[src/rtl/uart_rx_ctrl_fsm_if.sv]
// uart_rx_ctrl_fsm_if: line, counter, checker and strobe signals of the UART RX controller.
// master = controller side, slave = line/datapath side.
interface uart_rx_ctrl_fsm_if #(
  parameter int PRESC_W  = 5,
  parameter int BITCNT_W = 4
);
  logic                RX_IN;
  logic [PRESC_W-1:0]  Prescale;
  logic                PAR_EN;
  logic [PRESC_W-1:0]  edge_cnt;
  logic [BITCNT_W-1:0] bit_cnt;
  logic                strt_glitch;
  logic                par_err;
  logic                stp_err;
  logic                enable;
  logic                cnt_clr;
  logic                data_samp_en;
  logic                strt_chk_en;
  logic                deser_en;
  logic                par_chk_en;
  logic                stp_chk_en;
  logic                data_valid;
  logic                frame_err;
  logic                busy;

  modport master (
    input  RX_IN, Prescale, PAR_EN, edge_cnt, bit_cnt,
    input  strt_glitch, par_err, stp_err,
    output enable, cnt_clr, data_samp_en,
    output strt_chk_en, deser_en, par_chk_en, stp_chk_en,
    output data_valid, frame_err, busy
  );

  modport slave (
    output RX_IN, Prescale, PAR_EN, edge_cnt, bit_cnt,
    output strt_glitch, par_err, stp_err,
    input  enable, cnt_clr, data_samp_en,
    input  strt_chk_en, deser_en, par_chk_en, stp_chk_en,
    input  data_valid, frame_err, busy
  );
endinterface

[src/rtl/uart_rx_ctrl_fsm.sv]
// uart_rx_ctrl_fsm: UART receiver frame sequencer (start, data, parity, stop).
// Define UART_RX_PARITY_EN to build the optional parity-bit state.
module uart_rx_ctrl_fsm #(
  parameter int DATA_WIDTH = 8,
  parameter int PRESC_W    = 5,
  parameter int BITCNT_W   = 4
) (
  input logic CLK,
  input logic RST,
  uart_rx_ctrl_fsm_if.master bus
);

  typedef enum logic [2:0] {
    IDLE,
    START,
    DATA,
`ifdef UART_RX_PARITY_EN
    PARITY,
`endif
    STOP
  } state_t;

  state_t state_q, state_d;
  logic   last, data_last;
  logic   par_err_q, data_valid_q, frame_err_q;
  logic   enable, cnt_clr, samp;
  logic   strt_chk, deser, par_chk, stp_chk;

`ifdef UART_RX_PARITY_EN
  logic par_q;
`else
  logic unused_par;
  assign unused_par = ^{bus.PAR_EN, bus.par_err};
`endif

  assign last      = bus.edge_cnt == (bus.Prescale - PRESC_W'(1));
  assign data_last = bus.bit_cnt == BITCNT_W'(DATA_WIDTH);

  always_comb begin
    state_d  = state_q;
    enable   = 1'b1;
    samp     = 1'b1;
    cnt_clr  = 1'b0;
    strt_chk = 1'b0;
    deser    = 1'b0;
    par_chk  = 1'b0;
    stp_chk  = 1'b0;
    unique case (state_q)
      IDLE: begin
        enable  = 1'b0;
        samp    = 1'b0;
        cnt_clr = 1'b1;
        if (!bus.RX_IN) state_d = START;
      end
      START: begin
        strt_chk = last;
        if (last) state_d = bus.strt_glitch ? IDLE : DATA;
      end
      DATA: begin
        deser = last;
        if (last && data_last) begin
`ifdef UART_RX_PARITY_EN
          state_d = par_q ? PARITY : STOP;
`else
          state_d = STOP;
`endif
        end
      end
`ifdef UART_RX_PARITY_EN
      PARITY: begin
        par_chk = last;
        if (last) state_d = STOP;
      end
`endif
      STOP: begin
        stp_chk = last;
        if (last) begin
          // a low line here is the next start bit: restart counters now
          if (!bus.RX_IN) begin
            state_d = START;
            cnt_clr = 1'b1;
          end else begin
            state_d = IDLE;
          end
        end
      end
      default: begin
        state_d = IDLE;
        enable  = 1'b0;
        samp    = 1'b0;
        cnt_clr = 1'b1;
      end
    endcase
  end

  always_ff @(posedge CLK) begin
    if (RST) begin
      state_q      <= IDLE;
      par_err_q    <= 1'b0;
      data_valid_q <= 1'b0;
      frame_err_q  <= 1'b0;
`ifdef UART_RX_PARITY_EN
      par_q        <= 1'b0;
`endif
    end else begin
      state_q      <= state_d;
      data_valid_q <= 1'b0;
      frame_err_q  <= 1'b0;
      if (state_q == IDLE && !bus.RX_IN) begin
        par_err_q <= 1'b0;
`ifdef UART_RX_PARITY_EN
        par_q     <= bus.PAR_EN;
`endif
      end
`ifdef UART_RX_PARITY_EN
      if (state_q == PARITY && last) par_err_q <= bus.par_err;
`endif
      if (state_q == STOP && last) begin
        data_valid_q <= ~(par_err_q | bus.stp_err);
        frame_err_q  <= par_err_q | bus.stp_err;
      end
    end
  end

  assign bus.enable       = enable;
  assign bus.cnt_clr      = cnt_clr;
  assign bus.data_samp_en = samp;
  assign bus.strt_chk_en  = strt_chk;
  assign bus.deser_en     = deser;
  assign bus.par_chk_en   = par_chk;
  assign bus.stp_chk_en   = stp_chk;
  assign bus.data_valid   = data_valid_q;
  assign bus.frame_err    = frame_err_q;
  assign bus.busy         = state_q != IDLE;

endmodule

[src/flat_wrapper.sv]
// flat-port wrapper written by rule: the top's interface ports become plain ports
module uart_rx_ctrl_fsm_flat 
#(
  parameter int DATA_WIDTH = 8,
  parameter int PRESC_W    = 5,
  parameter int BITCNT_W   = 4
)
  (CLK, RST, bus_RX_IN, bus_Prescale, bus_PAR_EN, bus_edge_cnt, bus_bit_cnt, bus_strt_glitch, bus_par_err, bus_stp_err, bus_enable, bus_cnt_clr, bus_data_samp_en, bus_strt_chk_en, bus_deser_en, bus_par_chk_en, bus_stp_chk_en, bus_data_valid, bus_frame_err, bus_busy);
  uart_rx_ctrl_fsm_if #(.PRESC_W(PRESC_W), .BITCNT_W(BITCNT_W)) bus_i ();
  input logic CLK;
  input logic RST;
  input wire logic [$bits(bus_i.RX_IN)-1:0] bus_RX_IN;
  input wire logic [$bits(bus_i.Prescale)-1:0] bus_Prescale;
  input wire logic [$bits(bus_i.PAR_EN)-1:0] bus_PAR_EN;
  input wire logic [$bits(bus_i.edge_cnt)-1:0] bus_edge_cnt;
  input wire logic [$bits(bus_i.bit_cnt)-1:0] bus_bit_cnt;
  input wire logic [$bits(bus_i.strt_glitch)-1:0] bus_strt_glitch;
  input wire logic [$bits(bus_i.par_err)-1:0] bus_par_err;
  input wire logic [$bits(bus_i.stp_err)-1:0] bus_stp_err;
  output wire logic [$bits(bus_i.enable)-1:0] bus_enable;
  output wire logic [$bits(bus_i.cnt_clr)-1:0] bus_cnt_clr;
  output wire logic [$bits(bus_i.data_samp_en)-1:0] bus_data_samp_en;
  output wire logic [$bits(bus_i.strt_chk_en)-1:0] bus_strt_chk_en;
  output wire logic [$bits(bus_i.deser_en)-1:0] bus_deser_en;
  output wire logic [$bits(bus_i.par_chk_en)-1:0] bus_par_chk_en;
  output wire logic [$bits(bus_i.stp_chk_en)-1:0] bus_stp_chk_en;
  output wire logic [$bits(bus_i.data_valid)-1:0] bus_data_valid;
  output wire logic [$bits(bus_i.frame_err)-1:0] bus_frame_err;
  output wire logic [$bits(bus_i.busy)-1:0] bus_busy;
  assign bus_i.RX_IN = bus_RX_IN;
  assign bus_i.Prescale = bus_Prescale;
  assign bus_i.PAR_EN = bus_PAR_EN;
  assign bus_i.edge_cnt = bus_edge_cnt;
  assign bus_i.bit_cnt = bus_bit_cnt;
  assign bus_i.strt_glitch = bus_strt_glitch;
  assign bus_i.par_err = bus_par_err;
  assign bus_i.stp_err = bus_stp_err;
  assign bus_enable = bus_i.enable;
  assign bus_cnt_clr = bus_i.cnt_clr;
  assign bus_data_samp_en = bus_i.data_samp_en;
  assign bus_strt_chk_en = bus_i.strt_chk_en;
  assign bus_deser_en = bus_i.deser_en;
  assign bus_par_chk_en = bus_i.par_chk_en;
  assign bus_stp_chk_en = bus_i.stp_chk_en;
  assign bus_data_valid = bus_i.data_valid;
  assign bus_frame_err = bus_i.frame_err;
  assign bus_busy = bus_i.busy;
  uart_rx_ctrl_fsm #(.DATA_WIDTH(DATA_WIDTH), .PRESC_W(PRESC_W), .BITCNT_W(BITCNT_W)) u_core (.CLK(CLK), .RST(RST), .bus(bus_i));
endmodule
[config.mk]
export PLATFORM = sky130hd
export DESIGN_NAME = uart_rx_ctrl_fsm_flat
export DESIGN_NICKNAME = d
export VERILOG_FILES = /design/src/rtl/uart_rx_ctrl_fsm_if.sv /design/src/rtl/uart_rx_ctrl_fsm.sv /design/src/flat_wrapper.sv
export SDC_FILE = /design/constraint.sdc
export NUM_CORES = 1
export LEC_CHECK = 0
export ABC_AREA = 1
export BUFFER_PORTS_ARGS = -buffer_cell sky130_fd_sc_hd__clkbuf_2
export CAP_MARGIN = 20
export CORE_MARGIN = 4
export CORE_UTILIZATION = 35
export CTS_BUF_LIST = sky130_fd_sc_hd__clkbuf_2 sky130_fd_sc_hd__clkbuf_4 sky130_fd_sc_hd__clkbuf_8
export CTS_CLUSTER_DIAMETER = 60
export DETAILED_ROUTE_END_ITERATION = 10
export MAX_ROUTING_LAYER = met4
export PLACE_DENSITY = 0.7
export SLEW_MARGIN = 20
export SYNTH_ARGS = -nofsm -noshare
export SYNTH_HDL_FRONTEND = slang
export SYNTH_SLANG_ARGS = --single-unit
[constraint.sdc]
create_clock -name CLK -period 1.5 [get_ports CLK]
set_clock_uncertainty 0.2 [all_clocks]
set_input_delay 0.3 -clock CLK [delete_from_list [all_inputs] [get_ports CLK]]
set_output_delay 0.3 -clock CLK [all_outputs]
set_load 0.005 [all_outputs]
==> results of run 1 <==
==> timing repair <==
item,4_1_cts,5_1_grt
pin swaps,7,2
setup buffers,3,0
setup endpoints to repair,11,11
gates resized for setup,21,11
hold endpoints to repair,0,0
==> area by class of cell <==
type | count | area [µm²]
multi-input cells | 62 | 409
repair buffers | 35 | 241
fillers | 118 | 454
inverters | 20 | 100
well taps | 15 | 18.8
flip-flops and latches | 4 | 87.6
clock buffers | 3 | 22.5
==> layout by cell type (no fill, tap or decap), drive strengths merged <==
| cell type | instances |
|---|---|
| clkbuf | 26 |
| nand2 | 25 |
| inv | 20 |
| buf | 12 |
| nor2 | 11 |
| nand3 | 9 |
| ha | 6 |
| a21oi | 5 |
| dfxtp | 4 |
| xor2 | 2 |
| o21ai | 1 |
| nor4 | 1 |
| nor3 | 1 |
| conb | 1 |
==> metal layers <==
layer	wire, µm	track usage	part of all wire	vias to the layer above
met5	0	-	0	-
met2	813	0.305	0.53	24
met4	29	0.0682	0.019	0
met1	586	0.189	0.38	283
li1	-	-	-	337
met3	100	0.0273	0.065	4
==> where the power goes <==
group / leakage (nW) / internal (W) / switching, W
Sequential: 0.0339 / 0.000137 / 0.0000243
Combinational: 0.432 / 0.000301 / 0.000327
Clock: 0.0138 / 0.0000897 / 0.0000466
Total: 0.480 / 0.000528 / 0.000398
==> registers in the layout (all words and copies together) (netlist names) <==
signal                 count
u_core.state_q             2
u_core.bus.data_valid      1
u_core.bus.frame_err       1
==> synthesized netlist by cell type <==
library cell,number
a21oi_1,2
a21oi_2,3
buf_4,2
conb_1,1
dfxtp_1,4
ha_1,6
inv_1,19
inv_2,1
nand2_1,23
nand2_2,2
nand3_1,9
nor2_1,10
nor2_2,1
nor3_1,1
nor4_1,1
o21ai_0,1
xor2_1,2
==> critical path, delay by kind of cell <==
kind	cells	cell delay, ns
buffers and inverters	3	0.27
and+or+nand+nor	3	0.32
xor gates and xnor gates	1	0.13
AOI/OAI and AO/OA	1	0.16
adders and majority gates	1	0.25
==> logic make-up after synthesis <==
| family | after synthesis | share of synthesized area |
|---|---|---|
| simple gates | 47 | 0.393 |
| other cells | 1 | 0.00740 |
| compound gates | 6 | 0.0815 |
| xor+xnor | 2 | 0.0346 |
| fa+ha+maj | 6 | 0.148 |
| buf+inv | 22 | 0.178 |
| flops | 4 | 0.158 |
==> path summary, 6_finish.rpt <==
check	from	end	slack, ns	cells after the start
max	bus_Prescale[0]	bus_stp_chk_en	-0.43	9
min	bus_stp_err	u_core.bus.data_valid	0.03	2
max reg2reg	u_core.state_q[0]	u_core.state_q[0]	-0.04	7
min reg2reg	u_core.state_q[1]	u_core.state_q[1]	0.42	3
==> through the flow <==
step | utilization | hold WS, ns
final | 0.659 | 0.0341
after global routing | 0.659 | 0.0340
after CTS | 0.634 | 0.0264
after detailed placement | 0.540 | 0.276
after global placement | 0.540 | 0.273
after floorplan | - | 0.172
==> metrics.yaml, run 1 <==
run_status:
  status: "complete, but fails checks"
  violations_in_the_final_reports: "setup timing"
synthesis:
  synthesis.area_um2: 507
  avg_inst_size_synth_um2: 5.76
  yosys.area.top_type: "nand2_1"
  synth_cell_types: 17
  yosys_register_bits: 4
  ys_warn_count: 0
  synth_seq_area_share: 0.158
  postSynthCellCount: 88
  synth.top_cells.by_area: "nand2_1 (17%), dfxtp_1 (16%), ha_1 (15%)"
  yosys.area.top_type_share: 0.170
  mappedNetlistNets: 115
setup_path:
  cp.arrival_ns: 1.43
  worst_ep_required_time_ns: 1.00
  timing.critical_path.fanout_max: 4
  worstPathCellList: "clkbuf_16 -> inv_12 -> ha_4 -> xor2_1 -> nand2_1 -> a21oi_2 -> nand2_2 -> nor2_4 -> clkbuf_2"
  setup.worst_path.start_class: "primary input"
  cpMaxStageDelayCell: "ha_4"
  endpoint_kind: "output pin"
  setup.worst_path.class: "primary input to output pin"
  cpPeakStageDelay_ns: 0.25
power_and_ir_drop:
  ir_drop_v: 0.000677
  power_w: 0.000925
  p_leak_nw: 0.480
  cellPowerDensity_nw_per_um2: 1050
die:
  placeableCoreArea_um2: 1330
  dieWidth_um: 46.1
  fp-row-count: 13
  fp.dieArea_um2: 2120
  io-pin-count: 31
  initial_utilization: 0.380
  fp.dieH_um: 46.1
detailed_routing:
  route.vias.total: 648
  drc_errors: 0
  antenna_left: 0
  average_wire_length_per_cell_after_detail_routing_um: 11.0
  detail_route.iter0.violations: 14
  drt_pass1_iterations: 4
  route.detailed.vias_per_inst: 4.66
  wl_um: 1530
clock_network:
  hold_buffers: 0
  clock-root-buffer: "clkbuf_4"
  tritoncts.num_buffers: 3
  clk_pin_slew_worst_paths_ns: 0.04
  cts.sinks: 4
  maximum_count_of_clock_buffers_along_a_single_path: 2
  clk-insertion-delay-late_ns: 0.23
  htreeDepth: 1
  tritoncts_clock_tree: "done"
cells_and_area:
  postLayoutCellArea_um2: 880
  post_layout_nonfiller_instances: 139
  syn2layout_area_growth_pct: 73.6
  antennaDiodeCount: 0
  final_nets: 153
  drive_above_1_share: 0.508
global_route:
  grt_max_degree: 5
  globalRouteTotalUtil: 0.172
  grt_remaining_overflow: 0
  grt_pass1_wl_um: 2610
  grt_antenna_before_repair: 0
  grt_pass1_vias: 666
placed_design:
  pre_cts_slack_ns: -0.545
  placedCellCount: 133
  place.detailed.hpwl_um: 1110
  buffer_ports.inserted: 27
  placement.cell_area_um2: 721
  gpl.final_weighted_congestion: 0.799
sta:
  drv_slew: 0
  grt_setup_unrepaired: "yes"
  post-route-worst-setup-slack_ns: -0.433
  achievable-frequency_mhz: 517
  sum_of_negative_setup_slack_ns: -2.36
  finalHoldViolations: 0
  timing.final.crit_share: 1.29
  finalSetupViolCount: 7
  fin_crit_ns: 1.93
min_path:
  timing.hold.worst.class: "primary input to register"
job:
  timing.max_cap.violations: 0
Power figures use the tool's default switching activity.
==> run 2: changes to the inputs <==
- PLACE_DENSITY: 0.7 -> 0.67
- clock period: 1.5 -> 2.2 ns (I/O delays scaled with it)
==> run 2 against run 1 <==
  * The run now ends clean
  * Cell count grew 4.3%
  * Register-to-register slack gained 0.50 ns
  * Die area is the same
  * Worst hold slack gained 0.15 ns
  * Critical endpoint unchanged
  * Largest cell class unchanged
==> metrics.yaml, run 2 (synthesized netlist as in run 1, its figures left out) <==
run_status:
  status: "finished, final reports clean"  # was complete, but fails checks
sta:
  fin_crit_ns: 2.17
  grt_setup_unrepaired: "yes"  # unchanged
  sum_of_negative_setup_slack_ns: 0  # was -2.36 ns
  achievable-frequency_mhz: 460
  finalHoldViolations: 0  # unchanged
  finalSetupViolCount: 0  # was 7
  timing.final.crit_share: 0.988
  drv_slew: 0  # unchanged
clock_network:
  maximum_count_of_clock_buffers_along_a_single_path: 2  # unchanged
  clk_pin_slew_worst_paths_ns: 0.04  # about the same
  tritoncts.num_buffers: 3  # unchanged
  clk-insertion-delay-late_ns: 0.23  # about the same
  htreeDepth: 1  # unchanged
  clock-root-buffer: "clkbuf_4"  # unchanged
  cts.sinks: 4  # unchanged
  tritoncts_clock_tree: "done"  # unchanged
  hold_buffers: 0  # unchanged
global_route:
  grt_remaining_overflow: 0  # unchanged
  globalRouteTotalUtil: 0.136  # was 0.172
  grt_antenna_before_repair: 0  # unchanged
  grt_max_degree: 5  # unchanged
  grt_pass1_wl_um: 2060  # was 2610 µm
  grt_pass1_vias: 558  # was 666
setup_path:
  endpoint_kind: "output pin"  # unchanged
  setup.worst_path.start_class: "primary input"  # unchanged
  cp.arrival_ns: 1.53  # was 1.43 ns
  setup.worst_path.class: "primary input to output pin"  # unchanged
  reg2reg_setup_slack_ns: 0.46  # was -0.04 ns
  timing.critical_path.fanout_max: 4  # unchanged
  worst_ep_required_time_ns: 1.56  # was 1.00 ns
power_and_ir_drop:
  ir_drop_v: 0.000573  # was 0.000677 V
  cellPowerDensity_nw_per_um2: 579  # was 1050 nW/µm²
  p_leak_nw: 0.491  # was 0.480 nW
die:
  io-pin-count: 31  # unchanged
  initial_utilization: 0.380  # unchanged
  dieWidth_um: 46.1  # unchanged
  fp-row-count: 13  # unchanged
  fp.dieArea_um2: 2120  # unchanged
  placeableCoreArea_um2: 1330  # unchanged
  fp.dieH_um: 46.1  # unchanged
cells_and_area:
  nFillCells: 130  # was 118
  number_of_flip_flops_under_the_largest_register_name: 2  # unchanged
  sequential_cell_area_um2: 80.1  # was 87.6 µm²
  max_flop_register: "u_core.state_q"  # unchanged
  syn2layout_area_growth_pct: 61.2  # was 73.6%
  antennaDiodeCount: 0  # unchanged
  drive_above_1_share: 0.431  # was 0.508
  post_layout_nonfiller_instances: 145  # was 139
  layout.cells.most_common_list: "nand2_1 (23), clkbuf_2 (23), inv_1 (17)"  # was nand2_1 (21), clkbuf_2 (21), inv_1 (13)
  final_nets: 159  # was 153
  multi_input_area_um2: 359  # was 409 µm²
placed_design:
  placedCellCount: 133  # unchanged
  gpl.final_weighted_congestion: 0.760  # was 0.799
  place.detailed.hpwl_um: 1010  # was 1110 µm
  buffer_ports.inserted: 27  # unchanged
detailed_routing:
  detail_route.iter0.violations: 8  # was 14
  antenna_left: 0  # unchanged
  route.vias.total: 627  # was 648
  wl_um: 1390  # was 1530 µm
  average_wire_length_per_cell_after_detail_routing_um: 9.55  # was 11.0 µm
  drt_pass1_iterations: 4  # unchanged
  route.detailed.vias_per_inst: 4.32  # was 4.66
  drc_errors: 0  # unchanged
min_path:
  timing.hold.worst.class: "primary input to register"  # unchanged
job:
  timing.max_cap.violations: 0  # unchanged
[run 2: path summary, 6_finish.rpt]
kind,from,cells past startpoint,end
hold reg to reg,u_core.state_q[1],2,u_core.state_q[1]
setup / recovery,bus_Prescale[0],9,bus_stp_chk_en
hold / removal,bus_stp_err,2,u_core.bus.data_valid
setup reg to reg,u_core.state_q[0],10,u_core.bus.frame_err
[run 2: what timing repair did]
item | CTS | global route
buffers inserted | 6 | 3
setup endpoints to repair | 4 | 6
pin swaps | 4 | 6
resized for setup | 4 | 10
[run 2: metal layers]
| layer | GRT usage | share of wire | vias up |
|---|---|---|---|
| met5 | - | 0 | - |
| met4 | 0.0170 | 0 | 0 |
| met3 | 0.0352 | 0.058 | 0 |
| met2 | 0.234 | 0.51 | 17 |
| met1 | 0.161 | 0.44 | 263 |
| li1 | - | - | 347 |
[run 2: worst max-delay path: stages]
cell and delay (ns):
buf_8 0.10, buf_4 0.13, buf_4 0.13, nor2_1 0.10
nand2_1 0.07, a21oi_2 0.20, nand2_2 0.12, nor2_4 0.11
clkbuf_2 0.12
[run 2: stage by stage]
stage	hold slack [ns]	util	cell area [µm²]	total power, W	worst slack [ns]
2_1_floorplan	0.312	-	507	0.000281	0.214
3_3_place_gp	0.353	0.512	683	0.000360	-0.0537
3_5_place_dp	0.361	0.512	683	0.000371	-0.0690
4_1_cts	0.177	0.572	763	0.000468	-0.0231
5_1_grt	0.199	0.613	817	0.000525	-0.0533
6_report	0.184	0.613	817	0.000473	0.0266
[run 2: cell type report]
| cell class | instances | share of cell area |
|---|---|---|
| Multi-Input combinational cell | 62 | 0.440 |
| Sequential cell | 4 | 0.0980 |
| Inverter | 20 | 0.0980 |
| Timing Repair Buffer | 41 | 0.314 |
| Tap cell | 15 | 0.0230 |
| Clock buffer | 3 | 0.0276 |
[run 2: power by group]
| group | leakage (nW) | switching [W] | internal [W] | total [W] |
|---|---|---|---|---|
| Clock | 0.0138 | 0.0000269 | 0.0000608 | 0.0000877 |
| Sequential | 0.0327 | 0.0000102 | 0.0000863 | 0.0000965 |
| Combinational | 0.445 | 0.000159 | 0.000131 | 0.000289 |
